File: src/rtl/tetris_gravity_timer_if.sv
// Bundle between the gravity timer and its surroundings: control pulses in; fall strobe, stats and FSM state out.
interface tetris_gravity_timer_if #(
    parameter int NUM_LINES  = 20,
    parameter int NUM_LEVELS = 16
);
    localparam int LVL_W = (NUM_LEVELS > 1) ? $clog2(NUM_LEVELS) : 1;

    // lines_cleared_valid is a one-cycle qualifier: lines_cleared is sampled only
    // while it is high, at most one per cycle, and the timer always accepts it (no ready).
    logic                 restart;
    logic                 any_input;
    logic                 pause_toggle;
    logic                 soft_drop;
    logic                 game_over;
    logic [NUM_LINES-1:0] lines_cleared;
    logic                 lines_cleared_valid;
    logic                 next_fall;
    logic                 running;
    logic                 paused;
    logic [LVL_W-1:0]     level;
    logic [15:0]          lines_total;
    logic [19:0]          score;
    logic [1:0]           state;

    modport master (
        output restart, any_input, pause_toggle, soft_drop, game_over,
               lines_cleared, lines_cleared_valid,
        input  next_fall, running, paused, level, lines_total, score, state
    );

    modport slave (
        input  restart, any_input, pause_toggle, soft_drop, game_over,
               lines_cleared, lines_cleared_valid,
        output next_fall, running, paused, level, lines_total, score, state
    );
endinterface

File: src/rtl/tetris_gravity_timer.sv
// Gravity/level controller: gates play on first input, strobes next_fall at a level-dependent
// period (with pause and soft drop), and keeps lines, level and score from cleared-row masks.
module tetris_gravity_timer #(
    parameter int CNT_WIDTH       = 26,
    parameter int NUM_LINES       = 20,
    parameter int NUM_LEVELS      = 16,
    parameter int LINES_PER_LEVEL = 10,
    parameter int BASE_PERIOD     = 50_000_000,
    parameter int PERIOD_STEP     = 3_000_000,
    parameter int MIN_PERIOD      = 5_000_000,
    parameter int SOFT_DROP_SHIFT = 3
) (
    input logic                    clk,
    input logic                    reset_n,
    tetris_gravity_timer_if.slave  bus
);
    localparam int LVL_W = (NUM_LEVELS > 1) ? $clog2(NUM_LEVELS) : 1;
    localparam int EW    = CNT_WIDTH + 8;

    typedef enum logic [1:0] {
        IDLE   = 2'd0,
        RUN    = 2'd1,
        PAUSED = 2'd2,
        OVER   = 2'd3
    } state_t;

    state_t               fsm_state;
    logic [CNT_WIDTH-1:0] count;
    logic                 next_fall_r;
    logic                 running_r;
    logic                 paused_r;
    logic [LVL_W-1:0]     level_r;
    logic [15:0]          lines_total_r;
    logic [19:0]          score_r;
    logic [15:0]          lines_in_level;

    logic [EW-1:0] drop;
    logic [EW-1:0] period_w;
    logic [EW-1:0] shifted_w;
    logic [EW-1:0] peff_w;
    logic          at_term;

    // Period arithmetic is done wide so a large level*step cannot wrap below the floor.
    always_comb begin
        drop = EW'(level_r) * EW'(PERIOD_STEP);
        if (EW'(BASE_PERIOD) > drop + EW'(MIN_PERIOD)) begin
            period_w = EW'(BASE_PERIOD) - drop;
        end else begin
            period_w = EW'(MIN_PERIOD);
        end
        shifted_w = period_w >> SOFT_DROP_SHIFT;
        if (shifted_w == '0) begin
            shifted_w = EW'(1);
        end
        peff_w  = bus.soft_drop ? shifted_w : period_w;
        at_term = EW'(count) >= (peff_w - EW'(1));
    end

    logic [15:0] ones;
    logic [2:0]  n_rows;
    logic [10:0] points;
    logic [31:0] award;
    logic [31:0] score_sum;
    logic [16:0] lines_sum;
    logic [15:0] lil_sum;
    logic        count_clear;

    always_comb begin
        ones = '0;
        for (int i = 0; i < NUM_LINES; i++) begin
            ones = ones + 16'(bus.lines_cleared[i]);
        end
        n_rows = (ones > 16'd4) ? 3'd4 : ones[2:0];
        case (n_rows)
            3'd1:    points = 11'd40;
            3'd2:    points = 11'd100;
            3'd3:    points = 11'd300;
            3'd4:    points = 11'd1200;
            default: points = 11'd0;
        endcase
        award       = 32'(points) * (32'(level_r) + 32'd1);
        score_sum   = 32'(score_r) + award;
        lines_sum   = 17'(lines_total_r) + 17'(n_rows);
        lil_sum     = lines_in_level + 16'(n_rows);
        count_clear = bus.lines_cleared_valid && (n_rows != 3'd0) &&
                      ((fsm_state == RUN) || (fsm_state == PAUSED));
    end

    always_ff @(posedge clk or negedge reset_n) begin
        if (!reset_n) begin
            fsm_state      <= IDLE;
            count          <= '0;
            next_fall_r    <= 1'b0;
            running_r      <= 1'b0;
            paused_r       <= 1'b0;
            level_r        <= '0;
            lines_total_r  <= '0;
            score_r        <= '0;
            lines_in_level <= '0;
        end else begin
            next_fall_r <= 1'b0;
            if (bus.restart) begin
                fsm_state      <= IDLE;
                count          <= '0;
                running_r      <= 1'b0;
                paused_r       <= 1'b0;
                level_r        <= '0;
                lines_total_r  <= '0;
                score_r        <= '0;
                lines_in_level <= '0;
            end else begin
                if (count_clear) begin
                    score_r       <= (score_sum > 32'h000F_FFFF) ? 20'hF_FFFF : score_sum[19:0];
                    lines_total_r <= lines_sum[16] ? 16'hFFFF : lines_sum[15:0];
                    if (lil_sum >= 16'(LINES_PER_LEVEL)) begin
                        lines_in_level <= lil_sum - 16'(LINES_PER_LEVEL);
                        if (level_r != LVL_W'(NUM_LEVELS - 1)) begin
                            level_r <= level_r + 1'b1;
                        end
                    end else begin
                        lines_in_level <= lil_sum;
                    end
                end
                case (fsm_state)
                    IDLE: begin
                        if (bus.any_input) begin
                            fsm_state <= RUN;
                            count     <= '0;
                            running_r <= 1'b1;
                        end
                    end
                    RUN: begin
                        // A pause landing on the terminal count keeps the count, so the strobe fires after resume.
                        if (bus.game_over) begin
                            fsm_state <= OVER;
                            running_r <= 1'b0;
                        end else if (bus.pause_toggle) begin
                            fsm_state <= PAUSED;
                            running_r <= 1'b0;
                            paused_r  <= 1'b1;
                        end else if (at_term) begin
                            next_fall_r <= 1'b1;
                            count       <= '0;
                        end else begin
                            count <= count + 1'b1;
                        end
                    end
                    PAUSED: begin
                        if (bus.game_over) begin
                            fsm_state <= OVER;
                            paused_r  <= 1'b0;
                        end else if (bus.pause_toggle) begin
                            fsm_state <= RUN;
                            running_r <= 1'b1;
                            paused_r  <= 1'b0;
                        end
                    end
                    default: begin
                        fsm_state <= OVER;
                    end
                endcase
            end
        end
    end

    assign bus.next_fall   = next_fall_r;
    assign bus.running     = running_r;
    assign bus.paused      = paused_r;
    assign bus.level       = level_r;
    assign bus.lines_total = lines_total_r;
    assign bus.score       = score_r;
    assign bus.state       = fsm_state;
endmodule

File: src/flat_wrapper.sv
// flat-port wrapper written by rule: the top's interface ports become plain ports
module tetris_gravity_timer_flat 
#(
    parameter int CNT_WIDTH       = 26,
    parameter int NUM_LINES       = 20,
    parameter int NUM_LEVELS      = 16,
    parameter int LINES_PER_LEVEL = 10,
    parameter int BASE_PERIOD     = 50_000_000,
    parameter int PERIOD_STEP     = 3_000_000,
    parameter int MIN_PERIOD      = 5_000_000,
    parameter int SOFT_DROP_SHIFT = 3
)
  (clk, reset_n, bus_restart, bus_any_input, bus_pause_toggle, bus_soft_drop, bus_game_over, bus_lines_cleared, bus_lines_cleared_valid, bus_next_fall, bus_running, bus_paused, bus_level, bus_lines_total, bus_score, bus_state);
  tetris_gravity_timer_if #(.NUM_LINES(NUM_LINES), .NUM_LEVELS(NUM_LEVELS)) bus_i ();
  input logic clk;
  input logic reset_n;
  input wire logic [$bits(bus_i.restart)-1:0] bus_restart;
  input wire logic [$bits(bus_i.any_input)-1:0] bus_any_input;
  input wire logic [$bits(bus_i.pause_toggle)-1:0] bus_pause_toggle;
  input wire logic [$bits(bus_i.soft_drop)-1:0] bus_soft_drop;
  input wire logic [$bits(bus_i.game_over)-1:0] bus_game_over;
  input wire logic [$bits(bus_i.lines_cleared)-1:0] bus_lines_cleared;
  input wire logic [$bits(bus_i.lines_cleared_valid)-1:0] bus_lines_cleared_valid;
  output wire logic [$bits(bus_i.next_fall)-1:0] bus_next_fall;
  output wire logic [$bits(bus_i.running)-1:0] bus_running;
  output wire logic [$bits(bus_i.paused)-1:0] bus_paused;
  output wire logic [$bits(bus_i.level)-1:0] bus_level;
  output wire logic [$bits(bus_i.lines_total)-1:0] bus_lines_total;
  output wire logic [$bits(bus_i.score)-1:0] bus_score;
  output wire logic [$bits(bus_i.state)-1:0] bus_state;
  assign bus_i.restart = bus_restart;
  assign bus_i.any_input = bus_any_input;
  assign bus_i.pause_toggle = bus_pause_toggle;
  assign bus_i.soft_drop = bus_soft_drop;
  assign bus_i.game_over = bus_game_over;
  assign bus_i.lines_cleared = bus_lines_cleared;
  assign bus_i.lines_cleared_valid = bus_lines_cleared_valid;
  assign bus_next_fall = bus_i.next_fall;
  assign bus_running = bus_i.running;
  assign bus_paused = bus_i.paused;
  assign bus_level = bus_i.level;
  assign bus_lines_total = bus_i.lines_total;
  assign bus_score = bus_i.score;
  assign bus_state = bus_i.state;
  tetris_gravity_timer #(.CNT_WIDTH(CNT_WIDTH), .NUM_LINES(NUM_LINES), .NUM_LEVELS(NUM_LEVELS), .LINES_PER_LEVEL(LINES_PER_LEVEL), .BASE_PERIOD(BASE_PERIOD), .PERIOD_STEP(PERIOD_STEP), .MIN_PERIOD(MIN_PERIOD), .SOFT_DROP_SHIFT(SOFT_DROP_SHIFT)) u_core (.clk(clk), .reset_n(reset_n), .bus(bus_i));
endmodule
File: config.mk
export PLATFORM = sky130hd
export DESIGN_NAME = tetris_gravity_timer_flat
export DESIGN_NICKNAME = d
export VERILOG_FILES = /design/src/rtl/tetris_gravity_timer_if.sv /design/src/rtl/tetris_gravity_timer.sv /design/src/flat_wrapper.sv
export SDC_FILE = /design/constraint.sdc
export NUM_CORES = 1
export LEC_CHECK = 0
export ABC_AREA = 1
export CAP_MARGIN = 20
export CORE_MARGIN = 3
export CORE_UTILIZATION = 60
export DETAILED_ROUTE_END_ITERATION = 6
export MAX_ROUTING_LAYER = met4
export PLACE_DENSITY = 0.81
export SLEW_MARGIN = 20
export SYNTH_ARGS = -nofsm -noshare
export SYNTH_HDL_FRONTEND = slang
export SYNTH_SLANG_ARGS = --single-unit
export TNS_END_PERCENT = 5
File: constraint.sdc
create_clock -name clk -period 15.65 [get_ports clk]
set_input_delay 3.13 -clock clk [delete_from_list [all_inputs] [get_ports clk]]
set_output_delay 3.13 -clock clk [all_outputs]
set_load 0.01 [all_outputs]
==> key figures <==
Setup path
  – WS Path Type: input pin to flop
  – WP depth: 36
  – Reg2reg end: u_core.count[4]$_DFFE_PN0P_
  – Worst path bufs/invs: 8
  – Crit Path Max Fanout: 12
  – CP Data Required Time: 15.92 ns
  – CP max stage cell: fa_1
  – Top cell by count, worst path: fa_1
  – Worst Path Arrival: 12.87 ns
  – Reg2reg path depth: 33
  – Critical Path Start Type: input pin
  – Worst setup path start: bus_lines_cleared[0]
  – Crit path capture: u_core.bus.score[15]$_DFFE_PN0P_
  – Critical R2R Launch: u_core.bus.level[3]$_DFFE_PN0P_
  – Critical path endpoint category: flop
  – Worst reg2reg setup slack: 8.41 ns
  – Family with the most delay on the worst path: adder cells
  – Slowest stage delay, CP: 0.52 ns

Synth
  – Synth async-reset ratio: 100%
  – Multiplexer share of the synthesized area: 0%
  – Synth top area share: 19.7%
  – Post-synth EDFFs: 0
  – Most common cell in the synthesized netlist: nand2_1
  – Largest family of logic cells by synthesized area: simple AND/OR/NAND/NOR gates
  – Yosys warnings: 0
  – Syn Area/Cell: 6.78 sq um
  – Post-Syn Area: 0.0109 sq mm
  – Syn Inst Count: 1,610
  – Compound-gate portion of the synthesized area: 12.0%
  – Ys flop type: dfrtp_1
  – Simple-gate share of the synthesized area: 31.6%
  – Synth top area cells: dfrtp_1, nand2_1, ha_1
  – XOR/XNOR Fraction of Synth Area: 4.48%
  – Post-synth top area cell: dfrtp_1
  – Post-Synth Adder-Cell Area: 20.6%
  – Flops & latches, synth: 86
  – Post-synthesis sequential area ratio: 19.7%
  – Yosys cell types: 56
  – Commonest cells post-synth: nand2_1, inv_1, nor2_1

Die
  – Die area: 0.0198 sq mm
  – Core Area: 0.0175 sq mm
  – Starting Density: 62.2%
  – Site Rows: 48
  – Die X: 141 microns
  – Die H: 141 microns
  – # IOs: 73

Routing
  – Iter 0 DRT Violations: 896
  – Remaining DRCs: 0
  – Vias after detailed routing: 10,735
  – Total wire length: 28,300 microns
  – Routed WL per cell: 14.9 microns
  – Routed vias/inst: 5.65
  – Antenna viol nets, final: 0
  – Pre-Repair DR Iteration Count: 6

Timing
  – Peak Freq: 79.4 MHz
  – Post-layout min period: 12.60 ns
  – Clock skew: 0.0126 ns
  – Final setup fails: 0
  – Final Worst Setup Slack: 3.05 ns
  – Fin. Hold Viols: 0
  – Fin crit share: 80.5%
  – Slew margin rel.: 36.7%
  – RSZ-0062 raised after global routing: no
  – Max Slew Vio Count: 0
  – Setup TNS: 0 ns
  – Worst slew pin tran: 0.945 ns

Power
  – Leakage: 6.20 nW
  – Tot Pwr: 2.17 mW
  – Max VDD drop: 0.269 mV
  – Power per Cell Area: 179 mW/mm^2

Clock tree
  – Cts hold-fix bufs: 0
  – Clk buf depth: 2
  – Clk sinks: 86
  – CTS buffer count: 9
  – Postcts setup bufs: 0
  – CTS HTree Levels: 3
  – Clk slew on worst S/H paths: 0.07 ns
  – Resized cells post-CTS: 0
  – Clock Latency Late Sink: 0.36 ns
  – CTS tree: yes
  – Root Buffer: clkbuf_16

Placed design
  – DP HPWL: 22,100 microns
  – Pre-CTS WS: 2.83 ns
  – Number of port buffers: 72
  – Gp weighted congestion: 0.988

Hold path
  – Hold crit path type: flop to flop

Finish
  – Layout cells sized above 1: 5.25%
  – Layout area overhead: 11.3%
  – # nets final: 1,849
  – FILL cells: 1,542
  – Final core occ: 69.2%

GRT
  – GRT overflow: 0
  – Total GRT Usage: 29.5%
  – Initial antenna violation count: 1
  – Vias in the first global route: 10,263
  – First-pass GRT wire length: 47,600 microns
  – Largest net degree at the start of global routing: 55

Flow run
  – Max Cap Viol: 0

Outcome
  – Status: finished, final reports clean
layout make-up:
cell class	count	area, sq um	share of cell area [%]
Antenna cell	1	2.50	0.0206
Clock buffer	11	253	2.08
Clock inverter	5	40.0	0.330
Inverter	291	1090	9.00
Multi-Input combinational cell	1204	7520	61.9
Sequential cell	86	2150	17.7
Tap cell	225	282	2.32
Timing Repair Buffer	78	803	6.62
report_power, final:
| group | leakage (nW) | internal, mW | switching (mW) |
|---|---|---|---|
| registers | 1.19 | 0.253 | 0.0378 |
| logic | 4.87 | 0.594 | 1.07 |
| clock network | 0.147 | 0.118 | 0.0980 |
| total | 6.20 | 0.965 | 1.20 |
routing by layer:
| metal | wire length [microns] | part of all wire [%] | global-route usage [%] |
|---|---|---|---|
| met5 | 0 | 0 | - |
| met1 | 12500 | 44 | 37.9 |
| met4 | 534 | 1.9 | 7.39 |
| met2 | 13800 | 49 | 50.1 |
| met3 | 1440 | 5.1 | 3.56 |
placed cells by master (no fill, tap or decap), types with 28 or more instances in the layout:
cell type and n:
inv_1 279, fa_1 47, o21ai_0 70, dfrtp_1 86, a21oi_1 62, nand3_1 104
xor2_1 45, nand2_1 373, ha_1 104, clkdlybuf4s50_1 71, o22ai_1 28, nor2_1 159
nand4_1 41
how the worst min path moves through the flow:
stage	cells past startpoint	startpoint	end
after floorplan	2	u_core.lines_in_level[11]$_DFFE_PN0P_	u_core.lines_in_level[11]$_DFFE_PN0P_
after global placement	2	u_core.lines_in_level[11]$_DFFE_PN0P_	u_core.lines_in_level[11]$_DFFE_PN0P_
after detailed placement	2	u_core.lines_in_level[11]$_DFFE_PN0P_	u_core.lines_in_level[11]$_DFFE_PN0P_
after CTS	2	u_core.lines_in_level[11]$_DFFE_PN0P_	u_core.lines_in_level[11]$_DFFE_PN0P_
after global routing	2	u_core.lines_in_level[11]$_DFFE_PN0P_	u_core.lines_in_level[11]$_DFFE_PN0P_
final	2	u_core.lines_in_level[11]$_DFFE_PN0P_	u_core.lines_in_level[11]$_DFFE_PN0P_
registers in the layout (all words and copies together) (netlist names):
name / flops
u_core.bus.level: 4
u_core.bus.running: 1
u_core.count: 26
u_core.bus.next_fall: 1
u_core.bus.lines_total: 16
u_core.bus.paused: 1
u_core.bus.score: 19
u_core.lines_in_level: 16
u_core.bus.state: 2
logic make-up after synthesis:
family                   after synthesis
flip-flops                            86
buffers and inverters                322
adder cells (fa/ha/maj)              151
other                                  2
AO/OA/AOI/OAI                        218
XOR/XNOR                              55
AND/OR/NAND/NOR                      776
metrics by stage:
| step | cells | area (sq um) | hold slack [ns] |
|---|---|---|---|
| finish | 1901 | 12100 | 0.510 |
| global route | 1901 | 12100 | 0.531 |
| CTS | 1898 | 12100 | 0.500 |
| detailed placement | 1882 | 11800 | 0.483 |
| global placement | 1882 | 11800 | 0.467 |
| floorplan | 1612 | 10900 | 0.449 |
worst register-to-register path, delay by kind of cell, from the launching register on:
family                     cells  cell delay, ns
DFF                            1            0.66
and+or+nand+nor               18            2.73
xor gates and xnor gates       1            0.17
buffers and inverters          1            0.41
AOI/OAI and AO/OA              8            1.25
adders and majority gates      5            1.87
No activity file was read; power rests on OpenSTA's default activity.
